**src/rtl/step_seq_counter_if.sv**
```systemverilog
// rtl/step_seq_counter_if.sv - control/status bundle of the step sequence counter (STEP_SEQ_PRESCALE_EN adds prescale)
interface step_seq_counter_if #(
  parameter int WIDTH      = 4,
  parameter int PRESCALE_W = 4
);
  logic             clr;
  logic             tick;
  logic [1:0]       mode;
  logic [WIDTH-1:0] steps;
`ifdef STEP_SEQ_PRESCALE_EN
  logic [PRESCALE_W-1:0] prescale;
`endif
  logic [WIDTH-1:0] count;
  logic             dir;
  logic             wrap;
  logic             done;

`ifdef STEP_SEQ_PRESCALE_EN
  modport master (output clr, tick, mode, steps, prescale, input count, dir, wrap, done);
  modport slave  (input clr, tick, mode, steps, prescale, output count, dir, wrap, done);
`else
  modport master (output clr, tick, mode, steps, input count, dir, wrap, done);
  modport slave  (input clr, tick, mode, steps, output count, dir, wrap, done);
`endif
endinterface

```
**src/rtl/step_seq_counter.sv**
```systemverilog
// rtl/step_seq_counter.sv - tick-driven step position counter, four modes (STEP_SEQ_PRESCALE_EN adds prescaler)
module step_seq_counter #(
  parameter int WIDTH      = 4,
  parameter int PRESCALE_W = 4
) (
  input  logic             clk,
  input  logic             rst,
  step_seq_counter_if.slave bus
);

  typedef enum logic [1:0] {
    MODE_UP      = 2'b00,
    MODE_DOWN    = 2'b01,
    MODE_PING    = 2'b10,
    MODE_ONESHOT = 2'b11
  } mode_e;

  logic             r_tick_q;
  logic [WIDTH-1:0] r_count;
  logic             r_dir;
  logic             r_wrap;
  logic             r_done;

  logic [WIDTH-1:0] w_count_nxt;
  logic             w_dir_nxt;
  logic             w_wrap_nxt;
  logic             w_done_nxt;
  logic             w_event;
  logic             w_advance;
  logic             w_at_top;
  logic             w_above;
  logic             w_at_zero;
  mode_e            w_mode;

  assign w_mode    = mode_e'(bus.mode);
  assign w_event   = bus.tick & ~r_tick_q;
  // A lowered steps leaves count above it; treat that as sitting on the terminal value.
  assign w_at_top  = (r_count >= bus.steps);
  assign w_above   = (r_count > bus.steps);
  assign w_at_zero = (r_count == '0);

`ifdef STEP_SEQ_PRESCALE_EN
  logic [PRESCALE_W-1:0] r_pre;
  logic                  w_pre_hit;

  assign w_pre_hit = (r_pre == bus.prescale);
  assign w_advance = w_event & w_pre_hit;

  // Count tick events; only every (prescale+1)-th one advances the step position.
  always_ff @(posedge clk or posedge rst) begin
    if (rst) begin
      r_pre <= '0;
    end else if (bus.clr) begin
      r_pre <= '0;
    end else if (w_event) begin
      r_pre <= w_pre_hit ? '0 : r_pre + PRESCALE_W'(1);
    end
  end
`else
  assign w_advance = w_event;
`endif

  // Next-state selection: clear first, then one step of the active mode on an advance.
  always_comb begin
    w_count_nxt = r_count;
    w_dir_nxt   = r_dir;
    w_wrap_nxt  = 1'b0;
    w_done_nxt  = (w_mode == MODE_ONESHOT) ? r_done : 1'b0;
    if (bus.clr) begin
      w_count_nxt = (w_mode == MODE_DOWN) ? bus.steps : '0;
      w_dir_nxt   = (w_mode == MODE_DOWN);
      w_done_nxt  = 1'b0;
    end else if (w_advance) begin
      if (bus.steps == '0) begin
        w_count_nxt = '0;
        if (w_mode == MODE_ONESHOT) w_done_nxt = 1'b1;
      end else begin
        case (w_mode)
          MODE_UP: begin
            w_dir_nxt = 1'b0;
            if (w_at_top) begin
              w_count_nxt = '0;
              w_wrap_nxt  = 1'b1;
            end else begin
              w_count_nxt = r_count + WIDTH'(1);
            end
          end
          MODE_DOWN: begin
            w_dir_nxt = 1'b1;
            if (w_at_zero) begin
              w_count_nxt = bus.steps;
              w_wrap_nxt  = 1'b1;
            end else if (w_above) begin
              w_count_nxt = bus.steps - WIDTH'(1);
            end else begin
              w_count_nxt = r_count - WIDTH'(1);
            end
          end
          MODE_PING: begin
            if (!r_dir) begin
              if (w_at_top) begin
                w_dir_nxt   = 1'b1;
                w_count_nxt = bus.steps - WIDTH'(1);
                w_wrap_nxt  = 1'b1;
              end else begin
                w_count_nxt = r_count + WIDTH'(1);
              end
            end else begin
              if (w_at_zero) begin
                w_dir_nxt   = 1'b0;
                w_count_nxt = WIDTH'(1);
                w_wrap_nxt  = 1'b1;
              end else if (w_above) begin
                w_count_nxt = bus.steps - WIDTH'(1);
              end else begin
                w_count_nxt = r_count - WIDTH'(1);
              end
            end
          end
          default: begin
            w_dir_nxt = 1'b0;
            if (!r_done) begin
              if (w_at_top) begin
                w_count_nxt = bus.steps;
                w_done_nxt  = 1'b1;
              end else begin
                w_count_nxt = r_count + WIDTH'(1);
              end
            end
          end
        endcase
      end
    end
  end

  // State register; tick_q samples tick every cycle, including during clr.
  always_ff @(posedge clk or posedge rst) begin
    if (rst) begin
      r_tick_q <= 1'b0;
      r_count  <= '0;
      r_dir    <= 1'b0;
      r_wrap   <= 1'b0;
      r_done   <= 1'b0;
    end else begin
      r_tick_q <= bus.tick;
      r_count  <= w_count_nxt;
      r_dir    <= w_dir_nxt;
      r_wrap   <= w_wrap_nxt;
      r_done   <= w_done_nxt;
    end
  end

  assign bus.count = r_count;
  assign bus.dir   = r_dir;
  assign bus.wrap  = r_wrap;
  assign bus.done  = r_done;

endmodule

```
**src/flat_wrapper.sv**
```systemverilog
// flat-port wrapper written by rule: the top's interface ports become plain ports
module step_seq_counter_flat 
#(
  parameter int WIDTH      = 4,
  parameter int PRESCALE_W = 4
)
  (clk, rst, bus_clr, bus_tick, bus_mode, bus_steps, bus_count, bus_dir, bus_wrap, bus_done);
  step_seq_counter_if #(.WIDTH(WIDTH), .PRESCALE_W(PRESCALE_W)) bus_i ();
  input  logic clk;
  input  logic rst;
  input wire logic [$bits(bus_i.clr)-1:0] bus_clr;
  input wire logic [$bits(bus_i.tick)-1:0] bus_tick;
  input wire logic [$bits(bus_i.mode)-1:0] bus_mode;
  input wire logic [$bits(bus_i.steps)-1:0] bus_steps;
  output wire logic [$bits(bus_i.count)-1:0] bus_count;
  output wire logic [$bits(bus_i.dir)-1:0] bus_dir;
  output wire logic [$bits(bus_i.wrap)-1:0] bus_wrap;
  output wire logic [$bits(bus_i.done)-1:0] bus_done;
  assign bus_i.clr = bus_clr;
  assign bus_i.tick = bus_tick;
  assign bus_i.mode = bus_mode;
  assign bus_i.steps = bus_steps;
  assign bus_count = bus_i.count;
  assign bus_dir = bus_i.dir;
  assign bus_wrap = bus_i.wrap;
  assign bus_done = bus_i.done;
  step_seq_counter #(.WIDTH(WIDTH), .PRESCALE_W(PRESCALE_W)) u_core (.clk(clk), .rst(rst), .bus(bus_i));
endmodule
```
**config.mk**
```make
export PLATFORM = sky130hd
export DESIGN_NAME = step_seq_counter_flat
export DESIGN_NICKNAME = d
export VERILOG_FILES = /design/src/rtl/step_seq_counter_if.sv /design/src/rtl/step_seq_counter.sv /design/src/flat_wrapper.sv
export SDC_FILE = /design/constraint.sdc
export NUM_CORES = 1
export LEC_CHECK = 0
export BUFFER_PORTS_ARGS = -buffer_cell sky130_fd_sc_hd__buf_4
export CAP_MARGIN = 20
export CORE_ASPECT_RATIO = 0.9
export CORE_MARGIN = 2
export CORE_UTILIZATION = 50
export CTS_CLUSTER_DIAMETER = 50
export DETAILED_ROUTE_END_ITERATION = 16
export PLACE_DENSITY = 0.71
export RECOVER_POWER = 25
export SKIP_LAST_GASP = 1
export SLEW_MARGIN = 15
export SYNTH_ARGS = -nofsm -noshare
export SYNTH_HDL_FRONTEND = slang
export SYNTH_SLANG_ARGS = --single-unit
```
**constraint.sdc**
```tcl
create_clock -name clk -period 2.89 [get_ports clk]
set_input_delay 0.578 -clock clk [delete_from_list [all_inputs] [get_ports clk]]
set_output_delay 0.578 -clock clk [all_outputs]
set_load 0.02 [all_outputs]
```
==> results of run 1 <==
[power groups by stage]
stage | combinational, mW | sequential (mW) | clock (mW)
finish | 0.586 | 0.146 | 0.0852
global route | 0.641 | 0.149 | 0.0924
CTS | 0.577 | 0.146 | 0.0887
detailed placement | 0.574 | 0.148 | 0
global placement | 0.579 | 0.148 | 0
floorplan | 0.381 | 0.175 | 0
[sequential cells by signal (all words and copies together), names as in the netlist]
register and cells:
u_core.r_tick_q 1, u_core.bus.done 1, u_core.bus.count 4, u_core.bus.wrap 1, u_core.bus.dir 1
[metal layers]
layer | up-vias | routed length [µm] | GRT usage, %
li1 | 590 | - | -
met1 | 589 | 1300 | 35.8
met2 | 78 | 1580 | 46.1
met3 | 4 | 325 | 7.67
met4 | 0 | 27 | 4.70
met5 | - | 0 | 0
[cells by family after synthesis]
| family | after synthesis | synth area share, % |
|---|---|---|
| AO/OA/AOI/OAI | 43 | 29.2 |
| XOR/XNOR | 6 | 4.69 |
| adder cells (fa/ha/maj) | 12 | 13.4 |
| buffers and inverters | 17 | 6.59 |
| flip-flops | 8 | 17.9 |
| multiplexers | 4 | 3.58 |
| AND/OR/NAND/NOR | 52 | 24.7 |
[how the worst max path moves through the flow]
stage,start,end,slack [ns],cells after the start
detailed placement,bus_steps[3],u_core.bus.count[3],0.16,10
finish,bus_steps[3],u_core.bus.count[3],0.39,10
CTS,bus_steps[3],u_core.bus.count[3],0.42,10
global route,bus_steps[3],u_core.bus.count[3],0.08,9
global placement,bus_steps[3],u_core.bus.count[3],0.12,9
floorplan,u_core.bus.count[0],u_core.bus.count[0],0.40,10
[layout by cell type, fill, tap and decap left out, types with 2 or more instances in the layout]
cell type  synthesis  final
buf_4              0     24
nor2_1            14     14
ha_1              12     12
inv_1             11     11
nand2_1            9      9
dfrtp_1            8      8
a21oi_1            7      7
o21ai_0            6      6
nand3_1            5      5
xor2_1             5      5
clkbuf_4           0      5
nand4_1            4      4
mux2i_1            4      4
nand2b_1           3      3
o32ai_1            3      3
nor4_1             3      3
a221oi_1           3      3
nor3_1             3      3
nor2b_1            2      2
and2_4             2      2
nor3b_1            2      2
a41oi_1            2      2
a311oi_1           2      2
a22oi_1            2      2
[cell type report]
class                   count  share of cell area (%)
repair buffers             26                    14.6
inverters                  11                    3.08
well taps                  27                    2.52
clock buffers               3                    1.68
flip-flops and latches      8                    15.0
multi-input cells         117                    63.2
[through the flow]
| stage | hold slack [ns] | setup slack [ns] | area [µm²] |
|---|---|---|---|
| 2_1_floorplan | 0.394 | 0.395 | 1120 |
| 6_report | 0.267 | 0.388 | 1340 |
| 5_1_grt | 0.285 | 0.0844 | 1340 |
| 3_5_place_dp | 0.548 | 0.160 | 1320 |
| 4_1_cts | 0.267 | 0.419 | 1340 |
| 3_3_place_gp | 0.543 | 0.115 | 1320 |
[critical path, stage by stage]
cell and delay (ns):
buf_4 0.11, inv_1 0.06, ha_1 0.33, a21oi_1 0.45, and2_4 0.28, nand2_1 0.10, buf_4 0.19, nor3b_1 0.17
a2111oi_0 0.09, a221oi_1 0.29
==> run_results.csv, run 1 <==
group,metric,value,unit
power,powerDensity,611,mW/mm²
power,p_sw_share,48.4,%
clock_tree,clk_path_buf_depth,2,
layout,nFillCells,199,
clock_tree,cts_hold_buffers,0,
clock_tree,clock_sinks,8,
yosys,synth_edf_count,0,
setup_path,worstSetupPathType,"in -> reg",
yosys,netlist_top_cells_count,"nor2_1, ha_1, inv_1",
floorplanning,die_x,53.9,µm
floorplanning,core,0.00214,mm²
timing,post-route-period-util,86.6,%
route,drtAntennaViolNets,0,
power,p_sw,396,µW
clock_tree,path_clk_slew,0.06,ns
clock_tree,numCtsBuffers,3,
yosys,synth_nets,164,
timing,worst_slew_pin_slew,0.523,ns
layout,areaGrowthSynthToFinish,19.6,%
floorplanning,rows,16,
timing,drv_slew,0,
grt,grt_max_degree,13,
yosys,synth.largest_area_cell,"dfrtp_1",
yosys,synth_cell_types,50,
grt,grt_pass1_vias,1129,
clock_tree,cts_tree,"yes",
yosys,yosys-top-cells-area,"dfrtp_1, ha_1, nor2_1",
route,remaining_drc_errors,0,
power,p_total,818,µW
yosys,ys_seq_area_share,17.9,%
grt,overflow,0,
timing,setup_viol,0,
yosys,synthFlopType,"dfrtp_1",
yosys,syn_inst,142,
clock_tree,ctsResizeCount,0,
power,ir_drop,0.429,mV
route,vias,1261,
placement,dpl.cell_count,189,
timing,min_period,2.50,ns
timing,rsz0062_at_grt,"false",
setup_path,arrival,2.66,ns
run,maxCapViolCount,0,
yosys,synth_top_area_share,17.9,%
clock_tree,cts_setup_buffers,0,
route,drt_iter0_markers,56,
placement,port_buffers,16,
power,pwr-share-seq,17.9,%
route,dr.pass1.iters,4,
setup_path,start_kind,"input pin",
clock_tree,clk_latency,0.26,ns
route,routed_wl,3.23,mm
setup_path,regToRegEndpoint,"u_core.bus.count[3]",
floorplanning,start_util,52.3,%
min_path,hp-class,"in -> async",
grt,antenna_found_initial,0,
setup_path,cp_data_required_time,3.04,ns
yosys,yosysMostFrequentCell,"nor2_1",
route,wire_per_inst,16.8,µm
placement,place.detailed.hpwl,2.54,mm
clock_tree,cts-root-buf,"clkbuf_4",
layout,regArea,200,µm²
timing,fmax,400,MHz
layout,finish.utilization,62.5,%
grt,grt_pass1_wl,5.42,mm
yosys,ys_warn_count,0,
yosys,syn_area,0.00112,mm²
layout,diodes,0,
floorplanning,ios,17,
power,leakagePower,0.620,nW
timing,finalHoldViolCount,0,
layout,multi_input_area,846,µm²
power,clkPwrFrac,10.4,%
route,viasPerCell,6.57,
grt,gr-usage-all-layers,27.8,%
yosys,syn_area_per_cell,7.89,µm²
timing,final.setup.tns,0,ns
yosys,synth_async_sr_flop_share,100,%
clock_tree,h-tree-depth,1,
floorplanning,dieArea,0.00263,mm²
status,status,"complete, no violations",
setup_path,crit_fanout,6,
placement,gp_congestion,0.977,
timing,skew,0.0124,ns
yosys,ys_ff_latch,8,
setup_path,rr_startpoint,"u_core.bus.count[3]",
layout,drive_gt1_share,23.0,%
setup_path,worst-r2r-cell-count,8,
power,power_frac_comb,71.7,%
timing,slew_headroom,65.1,%
floorplanning,die_h,48.9,µm
setup_path,cp-end-kind,"flop",
setup_path,r2r_slack,0.48,ns
layout,final_cells,192,
power,p_int,422,µW
layout,nNetsFinal,189,
(Power assumes the default switching activity.)
==> inputs of run 2 (changes only) <==
--- a/config.mk
+++ b/config.mk
@@ -5,6 +5,7 @@
 export SDC_FILE = /design/constraint.sdc
 export NUM_CORES = 1
 export LEC_CHECK = 0
+export ABC_AREA = 1
 export BUFFER_PORTS_ARGS = -buffer_cell sky130_fd_sc_hd__buf_4
 export CAP_MARGIN = 20
 export CORE_ASPECT_RATIO = 0.9
==> run 2 against run 1 <==
Synthesized cell count increased by 34%. Fmax increased by 23%. Die area increased by 8.1%. Setup slack improved by 0.47 ns.
==> run_results.csv, run 2 <==
group,metric,value,unit
power,power_frac_comb,64.9,%
clock_tree,cts_hold_buffers,0,
yosys,synth.largest_area_cell,"dfrtp_1",
clock_tree,ctsResizeCount,0,
power,p_sw_share,51.5,%
power,pwr-share-seq,22.2,%
grt,grt_max_degree,11,
min_path,hp-class,"in -> async",
timing,setup_viol,0,
layout,final_common_cell,"nand2_1",
setup_path,worst-r2r-cell-count,9,
route,wl_met2,1.44,mm
setup_path,r2r_slack,0.88,ns
layout,drive_gt1_share,21.5,%
layout,nNetsFinal,233,
route,viasPerCell,5.64,
floorplanning,rows,16,
timing,slew_headroom,77.6,%
layout,finish.utilization,62.2,%
power,ir_drop,0.266,mV
timing,min_period,2.03,ns
power,clkPwrFrac,12.9,%
clock_tree,clock_sinks,8,
yosys,yosysMostFrequentCell,"nand2_1",
setup_path,path_delay_family,"buffers and inverters",
power,p_total,673,µW
clock_tree,path_clk_slew,0.06,ns
route,wire_per_inst,13.7,µm
timing,finalHoldViolCount,0,
floorplanning,core,0.00224,mm²
route,dr_wl_met3,325,µm
yosys,netlist_top_cells_count,"nand2_1, inv_1, nand3_1",
floorplanning,dieArea,0.00285,mm²
power,leakagePower,0.753,nW
yosys,synthFlopType,"dfrtp_1",
yosys,syn_inst,190,
clock_tree,h-tree-depth,1,
yosys,yosys-top-cells-area,"dfrtp_1, nand2_1, ha_1",
floorplanning,die_h,50.8,µm
route,routed_wl,3.24,mm
timing,rsz0062_at_grt,"false",
layout,final_cell_mix,"nand2_1, inv_1, nand3_1",
clock_tree,numCtsBuffers,3,
power,p_sw,347,µW
route,drt_iter0_markers,115,
setup_path,cp_data_required_time,3.01,ns
yosys,ys_ff_latch,8,
route,drtAntennaViolNets,0,
floorplanning,start_util,54.4,%
route,m1WireLength,1.41,mm
setup_path,max_stage_delay,0.30,ns
clock_tree,clk_path_buf_depth,2,
yosys,synth_cell_types,29,
route,remaining_drc_errors,0,
grt,antenna_found_initial,0,
route,routed.top_layer,"met4",
yosys,syn_area_per_cell,6.41,µm²
layout,nFillCells,217,
timing,skew,0.00431,ns
setup_path,worstSetupPathType,"in -> reg",
timing,fin_hold_ws,0.265,ns
setup_path,cp-end-kind,"flop",
yosys,synth_nets,212,
yosys,syn_area,0.00122,mm²
timing,worst_slew_pin_slew,0.333,ns
clock_tree,clk_latency,0.26,ns
timing,post-route-period-util,70.2,%
grt,gr-usage-all-layers,24.1,%
grt,overflow,0,
setup_path,critPathBufInv,4,
timing,drv_slew,0,
yosys,ys_warn_count,0,
layout,areaGrowthSynthToFinish,14.5,%
yosys,ys_seq_area_share,16.4,%
grt,grt_pass1_wl,5.40,mm
setup_path,slowest_stage,"ha_1",
floorplanning,ios,17,
route,dr.pass1.iters,4,
setup_path,crit_fanout,10,
setup_path,cp_cell_sequence,"buf_4 -> inv_1 -> ha_1 -> nand2_2 -> clkinv_4 -> nand2_4 -> nand3_4 -> inv_4 -> nand2_1 -> a41oi_1 -> o22ai_1",
route,vias,1330,
floorplanning,die_x,56.0,µm
status,status,"complete, no violations",
layout,largest_reg_flops,4,
setup_path,arrival,2.15,ns
placement,gp_congestion,1.03,
clock_tree,cts_setup_buffers,0,
placement,port_buffers,16,
power,p_int,327,µW
layout,diodes,0,
setup_path,start_kind,"input pin",
run,maxCapViolCount,0,
setup_path,regToRegEndpoint,"u_core.bus.dir",
yosys,synth_top_area_share,16.4,%
setup_path,rr_startpoint,"u_core.bus.count[3]",
clock_tree,cts_tree,"yes",
yosys,synth_async_sr_flop_share,100,%
clock_tree,cts-root-buf,"clkbuf_4",
timing,fmax,493,MHz
power,powerDensity,483,mW/mm²
timing,final.setup.tns,0,ns
grt,grt_pass1_vias,1211,
placement,place.detailed.hpwl,2.64,mm
yosys,synth_edf_count,0,
-- run 2: changes by cell type after synthesis, sizes merged, moves of 4 or more --
cell,before,now
inv,11,35
xor2,5,1
a21oi,8,17
nand2,9,55
clkbuf,4,0
nand3,5,23
mux2i,4,0
a221oi,4,0
-- run 2: worst max-delay path by stage --
stage | start | end | slack [ns] | depth (start not counted)
3_5_place_dp | bus_steps[3] | u_core.bus.count[3] | 0.70 | 15
2_1_floorplan | bus_steps[3] | u_core.bus.count[3] | 0.98 | 14
4_1_cts | bus_steps[3] | u_core.bus.dir | 0.92 | 11
3_3_place_gp | bus_steps[3] | u_core.bus.count[3] | 0.73 | 15
6_report | bus_steps[3] | u_core.bus.dir | 0.86 | 11
5_1_grt | u_core.bus.count[3] | u_core.bus.dir | 0.79 | 9
-- run 2: kinds of logic (layout without fill, tap and decap cells) --
family | Yosys count | in the layout | share of synthesized area (%)
AND/OR/NAND/NOR | 98 | 98 | 41.5
flip-flops | 8 | 8 | 16.4
AO/OA/AOI/OAI | 31 | 31 | 15.3
XOR/XNOR | 3 | 3 | 2.16
buffers and inverters | 38 | 57 | 12.3
adder cells (fa/ha/maj) | 12 | 12 | 12.3
-- run 2: final cells by class --
type	count	area, µm²	area share, %
multi-input cells	144	868	62.2
flip-flops and latches	8	200	14.3
inverters	38	150	10.8
repair buffers	16	120	8.61
well taps	27	33.8	2.42
clock buffers	3	22.5	1.61
-- run 2: metal layers --
layer	vias to the layer above	track usage (%)
li1	658	-
met1	589	31.6
met2	71	40.6
met3	12	6.33
met4	0	3.97
met5	-	0
-- run 2: metrics by stage --
| stage | setup WS (ns) | std cells | instance area (µm²) |
|---|---|---|---|
| 2_1_floorplan | 0.984 | 190 | 1220 |
| 3_3_place_gp | 0.735 | 233 | 1370 |
| 6_report | 0.862 | 236 | 1400 |
| 5_1_grt | 0.793 | 236 | 1400 |
| 3_5_place_dp | 0.698 | 233 | 1370 |
| 4_1_cts | 0.920 | 236 | 1400 |
-- run 2: power by group through the flow --
stage               Combinational, mW  Sequential [mW]  Clock [mW]
floorplan                       0.314            0.160           0
global placement                0.425            0.152           0
detailed placement              0.428            0.152           0
CTS                             0.430            0.150      0.0878
global route                    0.482            0.153      0.0929
finish                          0.437            0.150      0.0870
==> inputs of run 3 (changes only) <==
--- a/config.mk
+++ b/config.mk
@@ -5,7 +5,7 @@
 export SDC_FILE = /design/constraint.sdc
 export NUM_CORES = 1
 export LEC_CHECK = 0
-export ABC_AREA = 1
+export ABC_AREA = 0
 export BUFFER_PORTS_ARGS = -buffer_cell sky130_fd_sc_hd__buf_4
 export CAP_MARGIN = 20
 export CORE_ASPECT_RATIO = 0.9
@@ -13,7 +13,7 @@
 export CORE_UTILIZATION = 50
 export CTS_CLUSTER_DIAMETER = 50
 export DETAILED_ROUTE_END_ITERATION = 16
-export PLACE_DENSITY = 0.71
+export PLACE_DENSITY = 0.74
 export RECOVER_POWER = 25
 export SKIP_LAST_GASP = 1
 export SLEW_MARGIN = 15
==> constraint.sdc (replaced) <==
create_clock -name clk -period 1.6 [get_ports clk]
set_input_delay 0.32 -clock clk [delete_from_list [all_inputs] [get_ports clk]]
set_output_delay 0.32 -clock clk [all_outputs]
set_load 0.02 [all_outputs]
==> run 3 against run 2 <==
The run now ends with hold timing, setup timing left. Clock skew is 0.011 ns higher. Count of clock-buffer cells in the layout is 1 higher. First-iteration DRC count is 29% lower. Design area is 28% higher. Critical endpoint is now u_core.bus.count[2].
==> run_results.csv, run 3 (synthesis gave the netlist of run 1 again) <==
group,metric,value,unit
floorplanning,core,0.00214,mm²
grt,gr-usage-all-layers,34.6,%
grt,grt_max_degree,12,
placement,dpl.cell_count,225,
placement,gp_congestion,0.986,
clock_tree,clk_path_buf_depth,2,
route,drtAntennaViolNets,0,
timing,slew_headroom,75.7,%
power,powerDensity,1110,mW/mm²
route,wire_per_inst,17.4,µm
layout,final_cells,231,
placement,place.detailed.hpwl,3.04,mm
clock_tree,clk_latency,0.27,ns
timing,drv_slew,0,
floorplanning,die_x,53.9,µm
layout,multi_input_area,988,µm²
layout,nNetsFinal,227,
placement,port_buffers,16,
timing,fin_hold_ws,-0.0000934,ns
floorplanning,ios,17,
clock_tree,numCtsBuffers,3,
route,remaining_drc_errors,0,
timing,post-route-period-util,130,%
route,drt_iter0_markers,82,
setup_path,crit_fanout,7,
status,failed_checks,"hold timing, setup timing",
route,vias,1451,
setup_path,start_kind,"flop",
timing,skew,0.0152,ns
layout,nFillCells,143,
layout,areaGrowthSynthToFinish,59.8,%
timing,rsz0062_at_grt,"true",
route,viasPerCell,6.28,
grt,antenna_found_initial,0,
floorplanning,rows,16,
timing,fmax,479,MHz
grt,overflow,0,
grt,grt_pass1_wl,6.59,mm
grt,grt_pass1_vias,1400,
status,status,"finished with violations",
timing,finalHoldViolCount,2,
setup_path,cp_data_required_time,1.78,ns
layout,regArea,203,µm²
setup_path,worstSetupPathType,"reg -> reg",
floorplanning,die_h,48.9,µm
timing,min_period,2.09,ns
setup_path,cp-end-kind,"flop",
layout,final_cell_mix,"buf_4, nor2_1, inv_1",
clock_tree,path_clk_slew,0.06,ns
route,dr.pass1.iters,5,
power,ir_drop,0.879,mV
clock_tree,cts_tree,"yes",
layout,drive_gt1_share,47.1,%
clock_tree,cts_hold_buffers,0,
floorplanning,start_util,52.3,%
floorplanning,dieArea,0.00263,mm²
min_path,hp-class,"in -> async",
clock_tree,cts-root-buf,"clkbuf_4",
clock_tree,clock_sinks,8,
timing,setup_viol,7,
timing,layout_setup_ws,-0.486,ns
route,routed_wl,4.02,mm
layout,largest_reg_flops,4,
setup_path,arrival,2.27,ns
setup_path,r2r_slack,-0.49,ns
power,leakagePower,0.823,nW
clock_tree,h-tree-depth,1,
timing,worst_slew_pin_slew,0.362,ns
run,maxCapViolCount,0,
layout,diodes,0,
layout,final_common_cell,"buf_4",
run 3: report_power, final:
group	total, mW	internal, mW	switching, mW	leakage, nW
registers	0.289	0.239	0.0503	0.0997
clock network	0.175	0.0960	0.0794	0.0150
logic	1.53	0.754	0.776	0.708
run 3: worst max-delay path, cell delays in order (launching register included):
cell and delay (ns):
dfrtp_2 0.44, ha_4 0.26, nor2b_4 0.13, o211ai_4 0.27, and2_4 0.26, o311ai_1 0.11
a22o_1 0.27, a221oi_2 0.25
run 3: worst paths after layout:
check / start / end / cells after the start
setup / recovery: u_core.bus.count[1] / u_core.bus.count[2] / 7
hold / removal: rst / u_core.bus.count[2] / 2
setup reg to reg: u_core.bus.count[1] / u_core.bus.count[2] / 7
hold reg to reg: u_core.bus.done / u_core.bus.done / 2
max in group asynchronous: rst / u_core.bus.count[1] / 2
min in group clk: bus_tick / u_core.r_tick_q / 1
run 3: stage by stage:
| stage | util, % | setup WS [ns] | area [µm²] | TNS, ns | power [mW] |
|---|---|---|---|---|---|
| finish | 83.5 | -0.486 | 1790 | -2.85 | 1.99 |
| global route | 83.5 | -0.586 | 1790 | -3.44 | 2.12 |
| CTS | 82.8 | -0.464 | 1770 | -2.75 | 1.94 |
| detailed placement | 76.8 | -0.716 | 1650 | -3.83 | 1.58 |
| global placement | 76.8 | -0.671 | 1650 | -3.50 | 1.56 |
| floorplan | - | -0.608 | 1190 | -3.16 | 1.07 |
run 3: final cells by class:
type,instances,area share (%)
multi-input combinational,117,55.2
timing repair buffer,64,27.5
sequential,8,11.3
inverter,11,2.59
tap,27,1.89
clock buffer,4,1.47
run 3: per-layer routing:
metal | vias to the layer above | track usage (%) | share of wire, %
li1 | 667 | - | -
met5 | - | 0 | 0
met2 | 93 | 55.1 | 47
met3 | 26 | 7.67 | 8.8
met1 | 665 | 43.9 | 39
met4 | 0 | 14.5 | 4.8
run 3: timing repair:
action | CTS | global route
hold endpoints to repair | 0 | 0
gates resized for setup | 18 | 4
setup endpoints to repair | 7 | 7
pin swaps | 12 | 1
buffers inserted | 2 | 0
